**config.mk**
```make
export PLATFORM = sky130hd
export DESIGN_NAME = audio_tone_mixer
export DESIGN_NICKNAME = d
export VERILOG_FILES = /design/src/rtl/audio_tone_mixer.sv
export SDC_FILE = /design/constraint.sdc
export NUM_CORES = 1
export LEC_CHECK = 0
export ABC_AREA = 1
export ABC_CLOCK_PERIOD_IN_PS = 15000
export CORE_UTILIZATION = 64
export CTS_CLUSTER_DIAMETER = 120
export DETAILED_ROUTE_END_ITERATION = 10
export PLACE_DENSITY = 0.83
export SYNTH_ARGS = -nofsm -noshare
export SYNTH_HDL_FRONTEND = slang
export SYNTH_SLANG_ARGS = --single-unit
export TNS_END_PERCENT = 30
```
**constraint.sdc**
```tcl
create_clock -name CLK12 -period 15 [get_ports CLK12]
set_input_delay 3 -clock CLK12 [delete_from_list [all_inputs] [get_ports CLK12]]
set_output_delay 3 -clock CLK12 [all_outputs]
set_load 0.01 [all_outputs]
```
**src/rtl/audio_tone_mixer.sv**
```systemverilog
// audio_tone_mixer: multi-channel DDS tone mixer driving a 1-bit audio DAC.
// Define AUDIO_SIGMA_DELTA_EN to swap the PWM comparator for a sigma-delta.
module audio_tone_mixer #(
    parameter int NUM_CH   = 4,
    parameter int PHASE_W  = 20,
    parameter int TABLE_AW = 4,
    parameter int VOL_W    = 4,
    parameter int PWM_W    = 8,
    parameter int CH_W     = (NUM_CH > 1) ? $clog2(NUM_CH) : 1
) (
    input  logic               CLK12,
    input  logic               RST,
    input  logic               cfg_we,
    input  logic [CH_W-1:0]    cfg_ch,
    input  logic [PHASE_W-1:0] cfg_inc,
    input  logic [VOL_W-1:0]   cfg_vol,
    input  logic               cfg_en,
    output logic [PWM_W-1:0]   mix_out,
    output logic               sample_strobe,
    output logic               AUDIO_PWM
);

    localparam int TAB_N  = 1 << TABLE_AW;
    localparam int PROD_W = 8 + VOL_W + 1;
    localparam int SUM_W  = 8 + CH_W + 1;

    localparam logic [PWM_W-1:0] CNT_MAX = '1;
    localparam logic [PWM_W-1:0] MID     = {1'b1, {(PWM_W-1){1'b0}}};

    typedef enum logic [1:0] {
        IDLE,
        ACCUM,
        LATCH
    } state_t;

    // Truncation toward zero reproduces the reference table; the tiny
    // bias keeps exact peaks (127) from rounding down on float error.
    function automatic logic signed [7:0] sine_at(input int k);
        real a;
        real v;
        int  r;
        a = 2.0 * 3.141592653589793 * k / TAB_N;
        v = 127.0 * $sin(a);
        if (v >= 0.0) r = $rtoi(v + 1.0e-6);
        else          r = $rtoi(v - 1.0e-6);
        return 8'(r);
    endfunction

    logic signed [7:0] sin_tab [TAB_N];

    for (genvar k = 0; k < TAB_N; k++) begin : g_tab
        localparam logic signed [7:0] V = sine_at(k);
        assign sin_tab[k] = V;
    end

    state_t            state;
    logic [CH_W-1:0]   ch;
    logic signed [SUM_W-1:0] sum;

    logic [PHASE_W-1:0] phase [NUM_CH];
    logic [PHASE_W-1:0] inc   [NUM_CH];
    logic [VOL_W-1:0]   vol   [NUM_CH];
    logic [NUM_CH-1:0]  en;

    logic [PWM_W-1:0] count;
    logic [PWM_W-1:0] duty;

    logic [PHASE_W-1:0]       ph_next;
    logic [TABLE_AW-1:0]      idx;
    logic signed [7:0]        samp;
    logic signed [PROD_W-1:0] prod;
    logic signed [SUM_W-1:0]  term;
    logic signed [7:0]        m;
    logic [7:0]               mb;
    logic [PWM_W-1:0]         mix_next;
    logic                     cfg_hit;
    logic                     wrap;

    assign wrap    = (count == CNT_MAX);
    assign cfg_hit = cfg_we && (int'(cfg_ch) < NUM_CH);

    // Per-channel term for the channel currently being accumulated.
    always_comb begin
        ph_next  = phase[ch] + inc[ch];
        idx      = ph_next[PHASE_W-1 -: TABLE_AW];
        samp     = sin_tab[idx];
        prod     = PROD_W'(samp) * PROD_W'($signed({1'b0, vol[ch]}));
        term     = en[ch] ? SUM_W'(prod >>> VOL_W) : '0;
        m        = 8'(sum >>> CH_W);
        mb       = {~m[7], m[6:0]};
        mix_next = PWM_W'(mb) << (PWM_W - 8);
    end

    // Frame sequencer: accumulate one channel per cycle, then latch the mix.
    always_ff @(posedge CLK12 or posedge RST) begin
        if (RST) begin
            state         <= IDLE;
            ch            <= '0;
            sum           <= '0;
            mix_out       <= MID;
            sample_strobe <= 1'b0;
        end else begin
            sample_strobe <= 1'b0;
            unique case (state)
                IDLE: begin
                    if (wrap) begin
                        state <= ACCUM;
                        ch    <= '0;
                        sum   <= '0;
                    end
                end
                ACCUM: begin
                    sum <= sum + term;
                    if (int'(ch) == NUM_CH - 1) state <= LATCH;
                    else ch <= ch + CH_W'(1);
                end
                LATCH: begin
                    mix_out       <= mix_next;
                    sample_strobe <= 1'b1;
                    state         <= IDLE;
                end
                default: state <= IDLE;
            endcase
        end
    end

    // Channel registers; a config write overrides the accumulator update.
    always_ff @(posedge CLK12 or posedge RST) begin
        if (RST) begin
            for (int i = 0; i < NUM_CH; i++) begin
                phase[i] <= '0;
                inc[i]   <= '0;
                vol[i]   <= '0;
            end
            en <= '0;
        end else begin
            for (int i = 0; i < NUM_CH; i++) begin
                if (state == ACCUM && int'(ch) == i && en[i])
                    phase[i] <= ph_next;
                if (cfg_hit && int'(cfg_ch) == i) begin
                    inc[i] <= cfg_inc;
                    vol[i] <= cfg_vol;
                    en[i]  <= cfg_en;
                    if (!cfg_en) phase[i] <= '0;
                end
            end
        end
    end

`ifdef AUDIO_SIGMA_DELTA_EN
    logic [PWM_W:0] acc;

    // First-order sigma-delta: carry out of the accumulator is the bit stream.
    always_ff @(posedge CLK12 or posedge RST) begin
        if (RST) begin
            count     <= '0;
            duty      <= MID;
            acc       <= '0;
            AUDIO_PWM <= 1'b0;
        end else begin
            count     <= count + PWM_W'(1);
            if (wrap) duty <= mix_out;
            acc       <= {1'b0, acc[PWM_W-1:0]} + {1'b0, duty};
            AUDIO_PWM <= acc[PWM_W];
        end
    end
`else
    // PWM comparator; duty only reloads at wrap so periods never glitch.
    always_ff @(posedge CLK12 or posedge RST) begin
        if (RST) begin
            count     <= '0;
            duty      <= MID;
            AUDIO_PWM <= 1'b0;
        end else begin
            count     <= count + PWM_W'(1);
            if (wrap) duty <= mix_out;
            AUDIO_PWM <= (count < duty);
        end
    end
`endif

endmodule

```
Word level (Yosys, flattened, before mapping)
Memory sizes are Yosys's and may differ from the RTL's.
Index checks and enable logic that the tools add are counted.

storage, ports and cells
  flip-flop bits (word level) = 221
  ROM bits = 128
  output and inout bits = 10
  logic and storage cells = 103
  memories kept = 1

memories
  name              depth  bits a word  rd ports  clocked after Yosys merged registers in  write ports  RTL line  source
  (name not given)  16     8            1         0                                        0            86        samp = sin_tab[idx];

cells by class
  add/subtract/negate cells = 4
  multiply operators = 1
  $lt $le $gt $ge = 4
  equality and inequality tests = 12
  mux-type cells = 35
  bitwise logic cells = 3
  reductions and logical operators = 19

operator list
  operator                                                   count
  two-way mux 20 bit                                         16
  binary-select mux 20 bit (select 2 bit)                    2
  two-way mux 11 bit                                         2
  one-hot mux 11 bit (2 select lines)                        1
  adder 20 bit                                               1
  two-way mux 8 bit                                          2
  multiplier 8 x 5 -> 13 bit                                 1
  logical AND 1 bit                                          12
  adder 11 bit                                               1
  == test 2 bit (second input constant)                      5
  adder 8 x 1 -> 8 bit (second input constant)               1
  binary-select mux 4 bit (select 2 bit)                     1
  == test 8 bit (second input constant)                      1
  less-than comparator 8 bit                                 1
  two-way mux 2 bit                                          4
  two-way mux 4 bit                                          2
  one-hot mux 2 bit (2 select lines)                         2
  == test 2 x 1 -> 1 bit (second input constant)             3
  zero test 2 bit                                            3
  inequality test 2 bit (second input constant)              3
  greater-or-equal comparator 5 bit (second input constant)  1
  inverter 4 -> 5 bit                                        1
  AND reduction 2 bit                                        2
  greater-or-equal comparator 3 bit (second input constant)  1
  8 further kinds                                            9

Logic depth before layout (Yosys ltp)
  depth after elaboration = 13
  mapped depth = 58

Least setup slack after synthesis
OpenSTA, ideal clock, no wires.

  path kind = reg-to-reg
  start point = register ch[0]
  end point = register sum[9]
  library setup time = 0.118 ns
  arrival time = 7.248 ns
  setup slack = 7.634 ns
  stages on the path, launching flop included = 52
  path through = dfrtp_1 buf_6 clkinv_2 buf_6 clkbuf_1 clkbuf_1 clkbuf_1 nor2_1 o22ai_1 ha_1 nand2_1 inv_1 a21oi_1 nand3_2 nand2_1 nand3_1 nand2_4 inv_4 [... 16 more ...] nor2_1 ha_1 a21oi_1 nand2_1 nand2_1 nand2_1 a21oi_1 nor2_1 o21ai_0 nand2_1 nand2_1 a21boi_0 o21ai_0 nand2_1 inv_1 nand4_1 nand3_1 nand2_1

on the way
  longest elaborated chain between the ends = 13

ends and longest elaborated chain
  what                                                   RTL line  source
  start: declaration                                     57        logic [CH_W-1:0] ch;
  start signal: assignment                               115       else ch <= ch + CH_W'(1);
  inverter 2 -> 3 bit (not written as such)              84, 87
  binary-select mux 20 bit (select 2 bit)                84        ph_next = phase[ch] + inc[ch];
  two-way mux 20 bit (not written as such) (2 in a row)  84
  adder 20 bit                                           84
  inverter 4 -> 5 bit (not written as such)              86
  memory read (16 x 8 bit)                               --
  two-way mux 8 bit (not written as such) (2 in a row)   86
  multiplier 8 x 5 -> 13 bit                             87        prod = PROD_W'(samp) * PROD_W'($signed({1'b0, vol[ch]}));
  two-way mux 11 bit (*)                                 88        term = en[ch] ? SUM_W'(prod >>> VOL_W) : '0;
  adder 11 bit (*)                                       113       sum <= sum + term;
  one-hot mux 11 bit (2 select lines) (*)                104       unique case (state)
  end signal: assignment                                 113
  end: declaration                                       58        logic signed [SUM_W-1:0] sum;

Every way passes the cells marked *; elsewhere a longest branch is shown, timed or not. The select of a mux whose other input is x is not followed.
A chain may end at the register's enable or synchronous reset.

Worst setup path after layout
  start point = register ch[1]
  end point = register sum[9]

The elaborated chain is that of the path after synthesis.

==> results.txt <==
For the number of instances in the synthesized netlist, the log shows 1645. After the first detailed-routing iteration, the DRC count stood at 782. After detailed routing, the number of vias per cell comes to 5.74. Net switching is 30.1% of the power. Setup repair after global routing left no endpoint under its margin. After layout, the worst path uses 56.5% of the clock period.

The run gives 1934 as the filler-free cell count of the finished design. For the worst setup path, the data arrival time is 8.89 ns. The path class of the tightest hold or removal check is reg2reg.

The tools report the largest buffer count on any clock path as 3. The critical path's largest stage delay is 0.84 ns. In this run the remaining antenna-violating nets after routing total 0.

Along the worst hold path, the cell count comes to 2. The logs give 0 for the final number of hold-violating endpoints and 40.1% for the share of total power in sequential cells. The mean post-synth cell area was 7.80 sq um; the estimated wirelength of the detail-placed design was 20.2 mm. In this run the static leakage power is 7.58 nW. Counting cells, the worst reg-to-reg path comes to 49. The initial utilization of the core area, before any placement, comes to 65.7%. Cells with a size suffix above 1 make up 6.35% of the layout.

Setup violations remaining at the end of the flow were counted as 0. Across all register-to-register paths, the minimum setup slack is 6.52 ns. The internal portion of the total power is 1.15 mW.

Data on the critical path is required at its endpoint by 15.41 ns. After synthesis the netlist holds a flip-flop and latch count of 220. The tools report the proportion of power drawn by combinational gates as 21.3%.

The logs give 0.116 mV for the maximum ir drop on the vdd rail and 0 for the initial antenna violation count. In the final timing run, aggregate negative setup slack is 0 ns. The number of global-route vias before repair came out at 10700. Clock tree synthesis found a total of 220 sinks. Dominant combinational cell family by area after synthesis: simple AND/OR/NAND/NOR gates. The total detailed-routing wirelength is 31.7 mm. The number of clock buffers added by TritonCTS is 24. The run gives 51.8 mm as the global-route wire length before repair.

Cell type with the highest aggregate area in the netlist: sky130_fd_sc_hd__dfrtp_1. The library cell appearing most often on the critical path is sky130_fd_sc_hd__nand2_1. The tools report the critical path startpoint category as a flop. In the final routed layout, each cell accounts on average for 16.4 microns.

In this run, synthesis inferred 0 flip-flops with an integrated enable. Summed over its instances, the top area cell type makes up 42.5% of the synthesized netlist area. The synthesized netlist devotes 18.0% of its cell area to compound gates. The run finished with clean final reports. Pin placement for this block handled 40 I/O pins.

The cell with the largest stage delay on the worst path is sky130_fd_sc_hd__inv_2. The clock period could shrink to 8.48 ns. The number of synthesis warnings is 0, and the number of violations of the max-capacitance limit is 0. The number of buffers added to fix hold violations after cts is 0, and the post-synth net total is 1755. The worst setup path is captured at a flop. In the post-synthesis netlist, the biggest area contributors are sky130_fd_sc_hd__dfrtp_1 (43%), sky130_fd_sc_hd__o21ai_0 (11%), sky130_fd_sc_hd__nand2_1 (7.7%), sky130_fd_sc_hd__nor2_1 (7.1%), sky130_fd_sc_hd__inv_1 (6.5%).

The clock reaches the later pin of the worst-skew pair after 0.54 ns. The worst register-to-register path ends at sum[9]. Sequential cells were found to cover 42.9% of the synthesized design area. The aggregate global routing overflow is 0, and the number of port buffers is 39. After clock tree synthesis, the repair step resized 0 gates.

Total count of max-transition violations in the final report: 0. In this run, placement finished with an instance count of 1891. Compared with the post-synthesis result, the final layout area differs by 10.9%. For hold timing, the worst endpoint is inc[36]. Most repeated cell in the gate-level netlist after synthesis: sky130_fd_sc_hd__o21ai_0. At the end of the flow the core is filled with cells to 72.8%. The total number of vias is 11100, and the clock skew is 0.0303 ns. The first detailed-routing pass ran for 6 iterations. The tools report the worst min-delay path startpoint as inc[36]. The die covers 20600 sq um.

The run gives 1 as the number of levels the H-tree was split into. After synthesis, the share of flip-flops with an asynchronous set or reset is 100%. Routability-driven placement finished with a final weighted congestion of 0.919. Synthesized-area fraction occupied by adder cells: 8.86%. For the pin with the worst max-slew slack, the measured transition is 1.07 ns.

The total area inside the core boundary comes to 19500 sq um. After clock tree synthesis, the setup repair step added 0 buffers. Counting instances in the post-synthesis netlist gives the leading cell types as sky130_fd_sc_hd__o21ai_0 (273), sky130_fd_sc_hd__nand2_1 (262), sky130_fd_sc_hd__nor2_1 (241), sky130_fd_sc_hd__inv_1 (223), sky130_fd_sc_hd__dfrtp_1 (218). The worst max-slew margin expressed relative to the limit was 28.6%.

Clock tree synthesis selected as its root buffer the cell sky130_fd_sc_hd__clkbuf_16. Among all flip-flop cells after synthesis, the most frequent one is sky130_fd_sc_hd__dfrtp_1. Entering global routing, the biggest net connects 149 pins. The post-synthesis mux area share is 0%. In this run the critical register-to-register path is launched from ch[1]. The logs give 0 for the final antenna diode count and 51 for the placement row count. For this run, design rule violations remaining after detail routing come to 0. The share of total power dissipated in the clock network is 38.5%. For the fmax, the log shows 118 MHz. The worst setup path is of the reg2reg kind.

The die outline height was 144 microns. For this design the ratio of total power to cell area is 116 nW/um^2. After Yosys synthesis, and, or, nand and nor cells account for 19.1% of the synthesized area. For this run, the total global-route usage over all layers was measured as 32.1%.

Summing the areas of all xor and xnor instances in the mapped netlist gives 1.97% of the synthesized area. Clock-pin slew was measured on the worst setup and hold paths at 0.06 ns. TritonCTS built the clock tree. The die outline width was 144 microns; the synthesized cell area was 12800 sq um. The maximum net fanout on the critical path is 55. For this design the total switching power over the nets is 0.495 mW. The net total in the final layout was 1762. In this run, distinct cell masters in the synthesized netlist total 49.
logic make-up (layout without fill, tap and decap cells):
| kind of cell | after synthesis | count (layout) |
|---|---|---|
| AOI/OAI and AO/OA | 422 | 422 |
| xor gates and xnor gates | 28 | 28 |
| adders and majority gates | 80 | 80 |
| buffers and inverters | 306 | 330 |
| DFF | 220 | 220 |
| and+or+nand+nor | 589 | 589 |
cell usage in the layout, fill, tap and decap left out, drive strengths merged, types with 33 or more instances in the layout:
| cell | n |
|---|---|
| inv | 235 |
| clkdlybuf4s50 | 39 |
| ha | 62 |
| nand2 | 279 |
| dfrtp | 218 |
| nor2 | 247 |
| a21oi | 61 |
| clkbuf | 33 |
| o22ai | 38 |
| nand3 | 40 |
| o21ai | 277 |
worst max-delay path, delay by kind of cell (launching register included):
family / cells / cell delay [ns]
XOR/XNOR: 1 / 0.19
buffers and inverters: 10 / 1.64
flip-flops: 1 / 0.36
adder cells (fa/ha/maj): 7 / 2.67
AO/OA/AOI/OAI: 9 / 1.55
AND/OR/NAND/NOR: 22 / 1.93
flip-flops by register name, summed over array words and instances (netlist names), 4 cells and up:
signal   cells
en           4
vol         16
phase       80
duty         8
inc         80
sum         10
mix_out      8
count        8
per-stage QoR:
stage	area, sq um	power (mW)	hold WS, ns	worst slack (ns)
after global placement	13400	1.01	0.456	6.86
after global routing	14200	1.73	0.505	5.86
after CTS	14200	1.65	0.483	6.61
after detailed placement	13400	1.02	0.468	6.64
final	14200	1.65	0.482	6.52
after floorplan	12800	0.930	0.421	5.98
per-layer routing:
| metal | track usage (%) | vias up | part of all wire (%) |
|---|---|---|---|
| met5 | 0 | - | 0 |
| met4 | 11.9 | 0 | 3.1 |
| met3 | 4.73 | 87 | 5.8 |
| met2 | 55.1 | 380 | 50 |
| met1 | 41.3 | 5308 | 42 |
| li1 | - | 5320 | - |
how the worst max path moves through the flow:
stage	from	end	slack [ns]	cells past startpoint
6_report	ch[1]	sum[9]	6.52	49
5_1_grt	ch[1]	sum[9]	5.86	49
4_1_cts	ch[1]	sum[9]	6.61	49
3_5_place_dp	ch[1]	sum[9]	6.64	49
3_3_place_gp	ch[1]	sum[9]	6.86	43
2_1_floorplan	RST	AUDIO_PWM	5.98	1
cell type report:
cell class                 instances  area, sq um
inverter                         238          910
sequential                       220         5510
tap                              265          332
timing repair buffer              49          465
fill                            1520         5310
clock buffer                      33          684
multi-input combinational       1119         6150
clock inverter                    10          171
power groups by stage:
stage               Sequential [mW]  Clock, mW  Combinational, mW
finish                        0.660      0.634              0.351
global route                  0.665      0.663              0.401
CTS                           0.660      0.641              0.351
detailed placement            0.669          0              0.350
global placement              0.668          0              0.337
floorplan                     0.664          0              0.266
Power figures use the tool's default switching activity.
